## src/rtl/clk_sel_pkg.sv

```systemverilog
// Shared types and defaults for the clock-select controller and its activity monitors.
package clk_sel_pkg;

   typedef enum logic [0:0] {
      ST_IDLE   = 1'b0,
      ST_SETTLE = 1'b1
   } state_e;

   localparam int DEF_SYNC_STAGES = 2;
   localparam int DEF_WIN_CYC     = 64;
   localparam int DEF_MIN_EDGES   = 4;
   localparam int DEF_SETTLE_CYC  = 32;

   // Counter width able to hold 0..n-1, never narrower than one bit.
   function automatic int cnt_w(input int n);
      return (n > 1) ? $clog2(n) : 1;
   endfunction

endpackage

```

## src/rtl/clk_sel_ctrl_act_mon.sv

```systemverilog
// Per-clock activity monitor: synchronises a divide-by-2 toggle, counts its edges
// over one window and publishes an alive flag at each window boundary.
module clk_act_mon
   import clk_sel_pkg::*;
#(
   parameter int SYNC_STAGES = DEF_SYNC_STAGES,
   parameter int MIN_EDGES   = DEF_MIN_EDGES
) (
   input  logic clk_i,
   input  logic rst_i,
   input  logic tgl_i,
   input  logic win_end_i,
   output logic ok_o
);

   localparam int CW = cnt_w(MIN_EDGES + 1);

   logic [SYNC_STAGES-1:0] sync_q;
   logic                   dly_q;
   logic [CW-1:0]          cnt_q;
   logic                   ok_q;
   logic                   edge_w;
   logic [CW:0]            sum_w;

   assign edge_w = sync_q[SYNC_STAGES-1] ^ dly_q;
   // The edge landing on the window's last cycle still counts for that window.
   assign sum_w  = {1'b0, cnt_q} + (CW+1)'(edge_w);

   always_ff @(posedge clk_i) begin
      if (rst_i) begin
         sync_q <= '0;
         dly_q  <= 1'b0;
         cnt_q  <= '0;
         ok_q   <= 1'b0;
      end else begin
         sync_q <= {sync_q[SYNC_STAGES-2:0], tgl_i};
         dly_q  <= sync_q[SYNC_STAGES-1];
         if (win_end_i) begin
            ok_q  <= (sum_w >= (CW+1)'(MIN_EDGES));
            cnt_q <= '0;
         end else if (edge_w && (cnt_q < CW'(MIN_EDGES))) begin
            cnt_q <= cnt_q + CW'(1);
         end
      end
   end

   assign ok_o = ok_q;

endmodule

```

## src/rtl/clk_sel_ctrl.sv

```systemverilog
// Clock-select initiator: judges clock liveness, arbitrates software requests
// against automatic failover and holds completion until the switch has settled.
module clk_sel_ctrl
   import clk_sel_pkg::*;
#(
   parameter int SYNC_STAGES = DEF_SYNC_STAGES,
   parameter int WIN_CYC     = DEF_WIN_CYC,
   parameter int MIN_EDGES   = DEF_MIN_EDGES,
   parameter int SETTLE_CYC  = DEF_SETTLE_CYC
) (
   input  logic clk,
   input  logic rst,
   input  logic clk1_tgl,
   input  logic clk2_tgl,
   input  logic failover_en,
   input  logic req_valid,
   input  logic req_sel_clk1,
   output logic req_ready,
   output logic sel_clk1,
   output logic busy,
   output logic done,
   output logic err,
   output logic fail_evt,
   output logic clk1_ok,
   output logic clk2_ok
);

   localparam int WW = cnt_w(WIN_CYC);
   localparam int SW = cnt_w(SETTLE_CYC);

   // Handshake: a request transfers on any cycle where req_valid && req_ready;
   // req_ready never depends on req_valid, and the requester holds req_sel_clk1
   // stable while req_valid is high.

   logic [WW-1:0] win_q;
   logic          win_end_w;
   state_e        state_q, state_d;
   logic          sel_q, sel_d;
   logic [SW-1:0] settle_q, settle_d;
   logic          done_q, done_d;
   logic          err_q, err_d;
   logic          fail_q, fail_d;
   logic          cur_ok_w, oth_ok_w, tgt_ok_w, fo_cond_w, accept_w;

   assign win_end_w = (win_q == WW'(WIN_CYC - 1));

   always_ff @(posedge clk) begin
      if (rst) win_q <= '0;
      else     win_q <= win_end_w ? '0 : win_q + WW'(1);
   end

   clk_act_mon #(.SYNC_STAGES(SYNC_STAGES), .MIN_EDGES(MIN_EDGES)) u_mon1 (
      .clk_i(clk), .rst_i(rst), .tgl_i(clk1_tgl), .win_end_i(win_end_w), .ok_o(clk1_ok)
   );

   clk_act_mon #(.SYNC_STAGES(SYNC_STAGES), .MIN_EDGES(MIN_EDGES)) u_mon2 (
      .clk_i(clk), .rst_i(rst), .tgl_i(clk2_tgl), .win_end_i(win_end_w), .ok_o(clk2_ok)
   );

   assign cur_ok_w  = sel_q ? clk1_ok : clk2_ok;
   assign oth_ok_w  = sel_q ? clk2_ok : clk1_ok;
   assign tgt_ok_w  = req_sel_clk1 ? clk1_ok : clk2_ok;
   assign fo_cond_w = failover_en && !cur_ok_w && oth_ok_w;
   assign req_ready = (state_q == ST_IDLE) && !fo_cond_w;
   assign accept_w  = req_valid && req_ready;

   always_comb begin
      state_d  = state_q;
      sel_d    = sel_q;
      settle_d = settle_q;
      done_d   = 1'b0;
      err_d    = 1'b0;
      fail_d   = 1'b0;
      case (state_q)
         ST_IDLE: begin
            if (fo_cond_w) begin
               sel_d    = !sel_q;
               fail_d   = 1'b1;
               settle_d = SW'(SETTLE_CYC - 1);
               state_d  = ST_SETTLE;
            end else if (accept_w) begin
               if (req_sel_clk1 == sel_q) begin
                  done_d = 1'b1;
               end else if (tgt_ok_w) begin
                  sel_d    = req_sel_clk1;
                  settle_d = SW'(SETTLE_CYC - 1);
                  state_d  = ST_SETTLE;
               end else begin
                  err_d = 1'b1;
               end
            end
         end
         ST_SETTLE: begin
            if (settle_q == '0) begin
               done_d  = 1'b1;
               state_d = ST_IDLE;
            end else begin
               settle_d = settle_q - SW'(1);
            end
         end
         default: state_d = ST_IDLE;
      endcase
   end

   always_ff @(posedge clk) begin
      if (rst) begin
         state_q  <= ST_IDLE;
         sel_q    <= 1'b1;
         settle_q <= '0;
         done_q   <= 1'b0;
         err_q    <= 1'b0;
         fail_q   <= 1'b0;
      end else begin
         state_q  <= state_d;
         sel_q    <= sel_d;
         settle_q <= settle_d;
         done_q   <= done_d;
         err_q    <= err_d;
         fail_q   <= fail_d;
      end
   end

   assign sel_clk1 = sel_q;
   assign busy     = (state_q == ST_SETTLE);
   assign done     = done_q;
   assign err      = err_q;
   assign fail_evt = fail_q;

endmodule

```

## config.mk

```make
export PLATFORM = sky130hd
export DESIGN_NAME = clk_sel_ctrl
export DESIGN_NICKNAME = d
export VERILOG_FILES = /design/src/rtl/clk_sel_pkg.sv /design/src/rtl/clk_sel_ctrl_act_mon.sv /design/src/rtl/clk_sel_ctrl.sv
export SDC_FILE = /design/constraint.sdc
export NUM_CORES = 1
export LEC_CHECK = 0
export ABC_AREA = 0
export CAP_MARGIN = 0
export CELL_PAD_IN_SITES_DETAIL_PLACEMENT = 1
export CELL_PAD_IN_SITES_GLOBAL_PLACEMENT = 2
export CORE_ASPECT_RATIO = 1.2
export CORE_MARGIN = 2
export CORE_UTILIZATION = 30
export DETAILED_ROUTE_END_ITERATION = 10
export MAX_ROUTING_LAYER = met4
export PLACE_DENSITY_LB_ADDON = 0.1
export SLEW_MARGIN = 20
export SYNTH_ARGS = -nofsm -noshare
export SYNTH_HDL_FRONTEND = slang
export SYNTH_SLANG_ARGS = --single-unit
```

## constraint.sdc

```tcl
create_clock -name clk -period 1.52 [get_ports clk]
set_input_delay 0.304 -clock clk [delete_from_list [all_inputs] [get_ports clk]]
set_output_delay 0.304 -clock clk [all_outputs]
set_load 0.1 [all_outputs]
```

==> results of run 1 <==
==> final timing paths <==
kind,slack (ps),cells past startpoint,from,to
min reg2reg,460,1,u_mon2.sync_q[0],u_mon2.sync_q[1]
min,460,1,u_mon2.sync_q[0],u_mon2.sync_q[1]
max reg2reg,60,6,sel_clk1,sel_clk1
max,-150,4,sel_clk1,req_ready
==> placed cells by master (no fill, tap or decap), types with 4 or more instances in the layout <==
| cell type | Yosys | final |
|---|---|---|
| sky130_fd_sc_hd__buf_12 | 0 | 9 |
| sky130_fd_sc_hd__clkbuf_8 | 0 | 6 |
| sky130_fd_sc_hd__dfxtp_4 | 0 | 4 |
| sky130_fd_sc_hd__dfxtp_1 | 30 | 24 |
| sky130_fd_sc_hd__clkdlybuf4s50_1 | 0 | 5 |
| sky130_fd_sc_hd__nor2_1 | 19 | 19 |
| sky130_fd_sc_hd__a21oi_1 | 7 | 6 |
| sky130_fd_sc_hd__nor3_1 | 4 | 4 |
| sky130_fd_sc_hd__nor2b_1 | 10 | 10 |
| sky130_fd_sc_hd__xnor2_1 | 5 | 5 |
| sky130_fd_sc_hd__nand2b_1 | 4 | 4 |
| sky130_fd_sc_hd__buf_4 | 0 | 15 |
==> what timing repair did <==
action                                  4_1_cts  5_1_grt
buffers inserted                              3        1
gates cloned                                  0        0
pin swaps                                     2        1
endpoints found under the setup margin        1        7
resized for setup                             1       11
==> cell families after synthesis <==
family / synth area share (%)
AOI/OAI and AO/OA: 12.9
adders and majority gates: 4.09
muxes: 2.45
xor gates and xnor gates: 5.72
and+or+nand+nor: 23.6
DFF: 49.0
buffers and inverters: 2.25
==> state kept, by name, summed over array words and instances, names as in the netlist <==
| name | flops |
|---|---|
| fail_evt | 1 |
| u_mon1.sync_q | 2 |
| u_mon2.sync_q | 2 |
| u_mon2.ok_o | 1 |
| settle_q | 5 |
| win_q | 6 |
| u_mon2.dly_q | 1 |
| done | 1 |
| u_mon1.cnt_q | 3 |
| sel_clk1 | 1 |
| u_mon2.cnt_q | 3 |
| u_mon1.ok_o | 1 |
| err | 1 |
| busy | 1 |
| u_mon1.dly_q | 1 |
==> worst max-delay path, stage by stage (launching register included) <==
cell and delay [ps]:
sky130_fd_sc_hd__dfxtp_4 350, sky130_fd_sc_hd__and4b_1 230, sky130_fd_sc_hd__a31oi_4 170, sky130_fd_sc_hd__and2_4 180, sky130_fd_sc_hd__buf_12 160
==> through the flow <==
stage	util [%]	setup slack (ps)	total power, mW
finish	45.2	-150	1.59
global route	45.2	-200	1.68
CTS	44.1	-174	1.63
detailed placement	41.3	-303	0.966
global placement	41.3	-228	0.960
floorplan	-	-130	0.901
==> power groups by stage <==
stage | combinational [mW] | sequential (mW) | clock, mW
6_report | 0.130 | 0.818 | 0.645
5_1_grt | 0.146 | 0.820 | 0.713
4_1_cts | 0.132 | 0.817 | 0.678
3_5_place_dp | 0.132 | 0.834 | 0
3_3_place_gp | 0.128 | 0.832 | 0
2_1_floorplan | 0.0554 | 0.845 | 0
==> area by class of cell <==
type / count / area, um^2 / area share [%]
Tap cell: 54 / 67.6 / 3.79
Clock buffer: 7 / 86.3 / 4.85
Inverter: 4 / 15.0 / 0.843
Multi-Input combinational cell: 90 / 642 / 36.1
Timing Repair Buffer: 30 / 352 / 19.7
Sequential cell: 30 / 618 / 34.7
==> routing by layer <==
metal	vias up	wire length, um	GRT usage (%)
met3	7	99	4.84
li1	507	-	-
met1	493	1070	13.1
met4	0	74	8.15
met2	12	1550	27.7
met5	-	0	-
==> Implementation_results.wiki, run 1 <==
{| class="wikitable"
! Metric !! Value
|-
| Outcome || finished, violations left
|-
| Failing checks || setup timing
|-
| CTS tree || yes
|-
| Diode insertion count for antenna repair || 0
|-
| Number of global-route vias before repair || 1070
|-
| Net Count, Synth || 138
|-
| Number of rows created at floorplan || 25
|-
| Final TNS setup || -150 ps
|-
| IO Port Bufs || 14
|-
| Async SR Flop Fraction || 0%
|-
| Dpl hpwl || 2090 um
|-
| Switch share || 23.0%
|-
| Total number of vias || 1019
|-
| Number of hold buffers added after cts || 0
|-
| Post-Syn Area || 1220 um^2
|-
| Count of unique library cells instantiated by Yosys || 34
|-
| Hold Violations, Final || 0
|-
| Starting density of the core || 31.1%
|-
| Final WL || 2790 um
|-
| Routability Congestion || 0.764
|-
| Count of placed standard cells in the final layout, fillers left out || 215
|-
| Static leakage || 0.731 nW
|-
| Clock sink count || 30
|-
| Peak VDD IR || 484 uV
|-
| P_int || 1.23 mW
|-
| Post-layout worst setup margin || -150 ps
|-
| Residual antenna-violating net count after detailed routing || 0
|-
| Portion of the clock cycle consumed by the worst path in the final layout || 110%
|-
| Wire length of the first global-routing pass || 4890 um
|-
| Max FO, Critical Path || 3
|-
| Hold WS || 463 ps
|-
| Final Skew || 10.0 ps
|-
| Net load switching power || 0.366 mW
|-
| Die width || 62.3 um
|-
| Max Clock Freq || 0.599 GHz
|-
| Pin count of the biggest net entering global routing || 11
|-
| Design area || 1780 um^2
|-
| Pins over their slew limit || 0
|-
| Most numerous cell types in the synthesized netlist || 30 x sky130_fd_sc_hd__dfxtp_1, 19 x sky130_fd_sc_hd__nor2_1, 10 x sky130_fd_sc_hd__nor2b_1
|-
| Synth Register Bits || 30
|-
| Number of enable flip-flop cells after synthesis || 0
|-
| CP Launch Type || flip-flop
|-
| Final-stage net count || 172
|-
| Number of antenna violations at the first check in global routing || 0
|-
| Pin slew with the least headroom to its limit || 378 ps
|-
| Number of maximum-capacitance violations || 0
|-
| Vertical extent of the die || 74.0 um
|-
| Post-CTS clock slew at the launch and capture registers of the worst setup and hold paths || 70 ps
|-
| First-pass detailed-route iteration total || 2
|-
| Synthesized instance count || 127
|-
| Category of the worst setup path capture point || output pin
|-
| Number of clock buffers inserted by TritonCTS || 5
|-
| Routed length per instance || 13.0 um
|-
| Maximum level of the CTS H-tree || 2
|-
| Data required time of the critical path || 1220 ps
|-
| I/O Pins || 15
|-
| Synth top area cells || sky130_fd_sc_hd__dfxtp_1 49%, sky130_fd_sc_hd__nor2_1 5.8%, sky130_fd_sc_hd__nor2b_1 5.1%
|-
| Worst setup path category || reg -> out
|-
| Total Die Area || 4610 um^2
|-
| Area growth from synthesis to layout || 45.4%
|-
| Part of the total power dissipated in combinational logic || 8.2%
|-
| Slew HR || 74.6%
|-
| Sequential cell area fraction in the yosys report || 49.0%
|-
| Gr ovfl total || 0
|-
| Register share of total power || 51.3%
|-
| Final setup violation count || 1
|-
| Area fraction of the dominant cell type after synthesis || 49.0%
|-
| Clock Power Share || 40.5%
|-
| Area of the core region || 3940 um^2
|-
| Clk Tree Root Cell || sky130_fd_sc_hd__clkbuf_8
|-
| Overall routing resource usage || 14.6%
|-
| Hold crit path type || reg -> reg
|-
| Worst-skew pair later-pin latency || 280 ps
|-
| Yosys warning count || 0
|-
| Total DRC errors in the routed layout || 0
|-
| Vias per cell || 4.74
|-
| Maximum buffer depth of the clock tree || 2
|-
| Average footprint of a synthesized cell || 9.65 um^2
|-
| Most area-hungry cell type in the Yosys netlist || sky130_fd_sc_hd__dfxtp_1
|-
| Fillers || 448
|-
| Proportion of layout cells with a drive suffix above 1 || 29.8%
|-
| Power density over the cells || 895 nW/um^2
|-
| Arrival time worst endpoint || 1370 ps
|-
| Initial DRC Count || 36
|-
| Placed standard-cell area || 1630 um^2
|-
| Unrepaired setup endpoints after global routing || yes
|-
| Commonest register cell after synthesis || sky130_fd_sc_hd__dfxtp_1
|-
| Dominant cell by count in the synthesized netlist || sky130_fd_sc_hd__dfxtp_1
|-
| Minimum period implied by the final worst setup slack || 1670 ps
|-
| Count of placed standard cells including taps || 204
|}
Power figures use the tool's default switching activity.
==> run 2, diff against run 1 <==
--- a/config.mk
+++ b/config.mk
@@ -11,7 +11,8 @@
 export CELL_PAD_IN_SITES_GLOBAL_PLACEMENT = 2
 export CORE_ASPECT_RATIO = 1.2
 export CORE_MARGIN = 2
-export CORE_UTILIZATION = 30
+export CORE_UTILIZATION = 32
+export CTS_BUF_LIST = sky130_fd_sc_hd__clkbuf_8
 export DETAILED_ROUTE_END_ITERATION = 10
 export MAX_ROUTING_LAYER = met4
 export PLACE_DENSITY_LB_ADDON = 0.1
==> Implementation_results.wiki, run 2 (synthesis gave the netlist of run 1 again) <==
{| class="wikitable"
! Metric !! Value
|-
| Outcome || finished, violations left
|-
| Failing checks || setup timing
|-
| Minimum period implied by the final worst setup slack || 1670 ps
|-
| Standard cell with the maximum stage delay on the critical path || sky130_fd_sc_hd__dfxtp_4
|-
| Commonest cells after routing, fill and taps aside || 24 x sky130_fd_sc_hd__dfxtp_1, 19 x sky130_fd_sc_hd__nor2_1, 17 x sky130_fd_sc_hd__buf_4
|-
| Most common cell after layout, fill and taps aside || sky130_fd_sc_hd__dfxtp_1
|-
| IO Port Bufs || 14
|-
| Hold crit path type || reg -> reg
|-
| Category of the worst setup path capture point || output pin
|-
| I/O Pins || 15
|-
| Routability Congestion || 0.708
|-
| Die width || 60.5 um
|-
| Post-CTS clock slew at the launch and capture registers of the worst setup and hold paths || 60 ps
|-
| Area taken by multi-input logic gates || 632 um^2
|-
| Final WL || 2860 um
|-
| Residual antenna-violating net count after detailed routing || 0
|-
| Total Die Area || 4340 um^2
|-
| Register area || 618 um^2
|-
| Worst setup path category || reg -> out
|-
| Hold Violations, Final || 0
|-
| Clock sink count || 30
|-
| Gr ovfl total || 0
|-
| Count of placed standard cells including taps || 201
|-
| Fillers || 428
|-
| Total DRC errors in the routed layout || 0
|-
| Max FO, Critical Path || 4
|-
| Unrepaired setup endpoints after global routing || yes
|-
| Pins over their slew limit || 0
|-
| Worst-skew pair later-pin latency || 280 ps
|-
| Biggest register || win_q
|-
| Portion of the clock cycle consumed by the worst path in the final layout || 110%
|-
| Arrival time worst endpoint || 1360 ps
|-
| Final setup violation count || 1
|-
| First-pass detailed-route iteration total || 2
|-
| Pin count of the biggest net entering global routing || 17
|-
| Area growth from synthesis to layout || 46.0%
|-
| Wire length of the first global-routing pass || 5000 um
|-
| Starting density of the core || 33.4%
|-
| Met2 wire length || 1630 um
|-
| CTS tree || yes
|-
| Data required time of the critical path || 1220 ps
|-
| Maximum buffer depth of the clock tree || 2
|-
| Diode insertion count for antenna repair || 0
|-
| Overall routing resource usage || 16.3%
|-
| Number of global-route vias before repair || 1103
|-
| Vertical extent of the die || 71.8 um
|-
| Delay of the slowest cell on the worst path || 350 ps
|-
| Max Clock Freq || 0.601 GHz
|-
| Number of rows created at floorplan || 24
|-
| Met1 Wirelength || 1080 um
|-
| Routed length per instance || 13.2 um
|-
| Finished Core Util || 48.8%
|-
| Initial DRC Count || 30
|-
| Crit-path cells || and4b_1 > a31oi_4 > and2_4 > buf_12
|-
| Number of hold buffers added after cts || 0
|-
| Final-stage net count || 174
|-
| Largest registers in the final layout || win_q: 6 flops, settle_q: 5 flops
|-
| Highest routed metal layer || met4
|-
| Dpl hpwl || 2040 um
|-
| Maximum level of the CTS H-tree || 2
|-
| CP Launch Type || flip-flop
|-
| Total number of vias || 1044
|-
| Vias per cell || 4.83
|-
| Number of clock buffers inserted by TritonCTS || 5
|-
| Number of antenna violations at the first check in global routing || 0
|-
| Slew HR || 67.4%
|-
| Proportion of layout cells with a drive suffix above 1 || 29.9%
|-
| Peak VDD IR || 535 uV
|-
| Power density over the cells || 889 nW/um^2
|-
| Static leakage || 0.749 nW
|-
| Final Skew || 3.76 ps
|-
| Area of the core region || 3660 um^2
|-
| Clk Tree Root Cell || sky130_fd_sc_hd__clkbuf_8
|-
| Number of maximum-capacitance violations || 0
|-
| Count of placed standard cells in the final layout, fillers left out || 216
|-
| Post-layout worst setup margin || -145 ps
|-
| Met3 wire length || 97 um
|-
| Pin slew with the least headroom to its limit || 485 ps
|-
| Max FFs per register || 6
|}
==> run 2: changes by cell type in the layout (fill, tap and decap cells not counted) <==
cell and delta:
sky130_fd_sc_hd__or2_1 -1, sky130_fd_sc_hd__clkbuf_1 -1, sky130_fd_sc_hd__clkinv_2 +1, sky130_fd_sc_hd__a21oi_2 -1, sky130_fd_sc_hd__buf_4 +2, sky130_fd_sc_hd__a311oi_1 +1
sky130_fd_sc_hd__a311oi_2 -1, sky130_fd_sc_hd__or2_0 +1, sky130_fd_sc_hd__inv_1 +1, sky130_fd_sc_hd__a21oi_1 +1
==> run 2: power by group <==
part	leakage [nW]	switching, mW	total, mW	internal, mW
logic	0.449	0.0607	0.124	0.0635
registers	0.247	0.0150	0.816	0.801
clock network	0.0524	0.291	0.649	0.358
==> run 2: stage by stage <==
stage	cell area (um^2)	setup TNS, ps	hold slack [ps]	total power, mW	worst slack [ps]
after floorplan	1250	-130	414	0.901	-130
after global placement	1620	-1530	424	0.954	-232
after detailed placement	1620	-1990	427	0.961	-262
after CTS	1770	-186	448	1.62	-164
after global routing	1790	-412	463	1.68	-183
final	1790	-145	442	1.59	-145
==> run 2: area by class of cell <==
cell class	instances	share of cell area (%)
Multi-Input combinational cell	90	35.3
Sequential cell	30	34.6
Timing Repair Buffer	32	20.5
Clock buffer	6	4.62
Tap cell	52	3.64
Inverter	4	0.840
Clock inverter	2	0.490
==> run 2: timing repair <==
| action | CTS | global route |
|---|---|---|
| pin swaps | 2 | 3 |
| setup buffers | 7 | 0 |
| setup endpoints to repair | 6 | 13 |
| endpoints found under the hold margin | 0 | 0 |
| gates resized for setup | 4 | 5 |
==> run 2: worst max-delay path, delay by kind of cell (launching register included) <==
kind	cells	cell delay, ps
and+or+nand+nor	2	400
DFF	1	350
AOI/OAI and AO/OA	1	160
buffers and inverters	1	160
==> run 2: final timing paths <==
kind              slack [ps]                to        startpoint  cells past startpoint
setup / recovery        -150         req_ready          sel_clk1                      4
hold / removal           440  u_mon1.sync_q[1]  u_mon1.sync_q[0]                      1
setup reg to reg          40       settle_q[3]       u_mon2.ok_o                      6
hold reg to reg          440  u_mon1.sync_q[1]  u_mon1.sync_q[0]                      1
==> run 2: layer usage <==
| metal | GRT usage (%) | up-vias |
|---|---|---|
| met4 | 7.97 | 0 |
| met2 | 28.3 | 13 |
| met5 | - | - |
| met1 | 15.9 | 513 |
| li1 | - | 512 |
| met3 | 5.42 | 6 |
==> run 3, diff against run 2 <==
--- a/config.mk
+++ b/config.mk
@@ -16,7 +16,6 @@
 export DETAILED_ROUTE_END_ITERATION = 10
 export MAX_ROUTING_LAYER = met4
 export PLACE_DENSITY_LB_ADDON = 0.1
-export SLEW_MARGIN = 20
 export SYNTH_ARGS = -nofsm -noshare
 export SYNTH_HDL_FRONTEND = slang
 export SYNTH_SLANG_ARGS = --single-unit
==> results of run 3 <==
No change in the layout: final DEF, timing and power equal those of run 2.
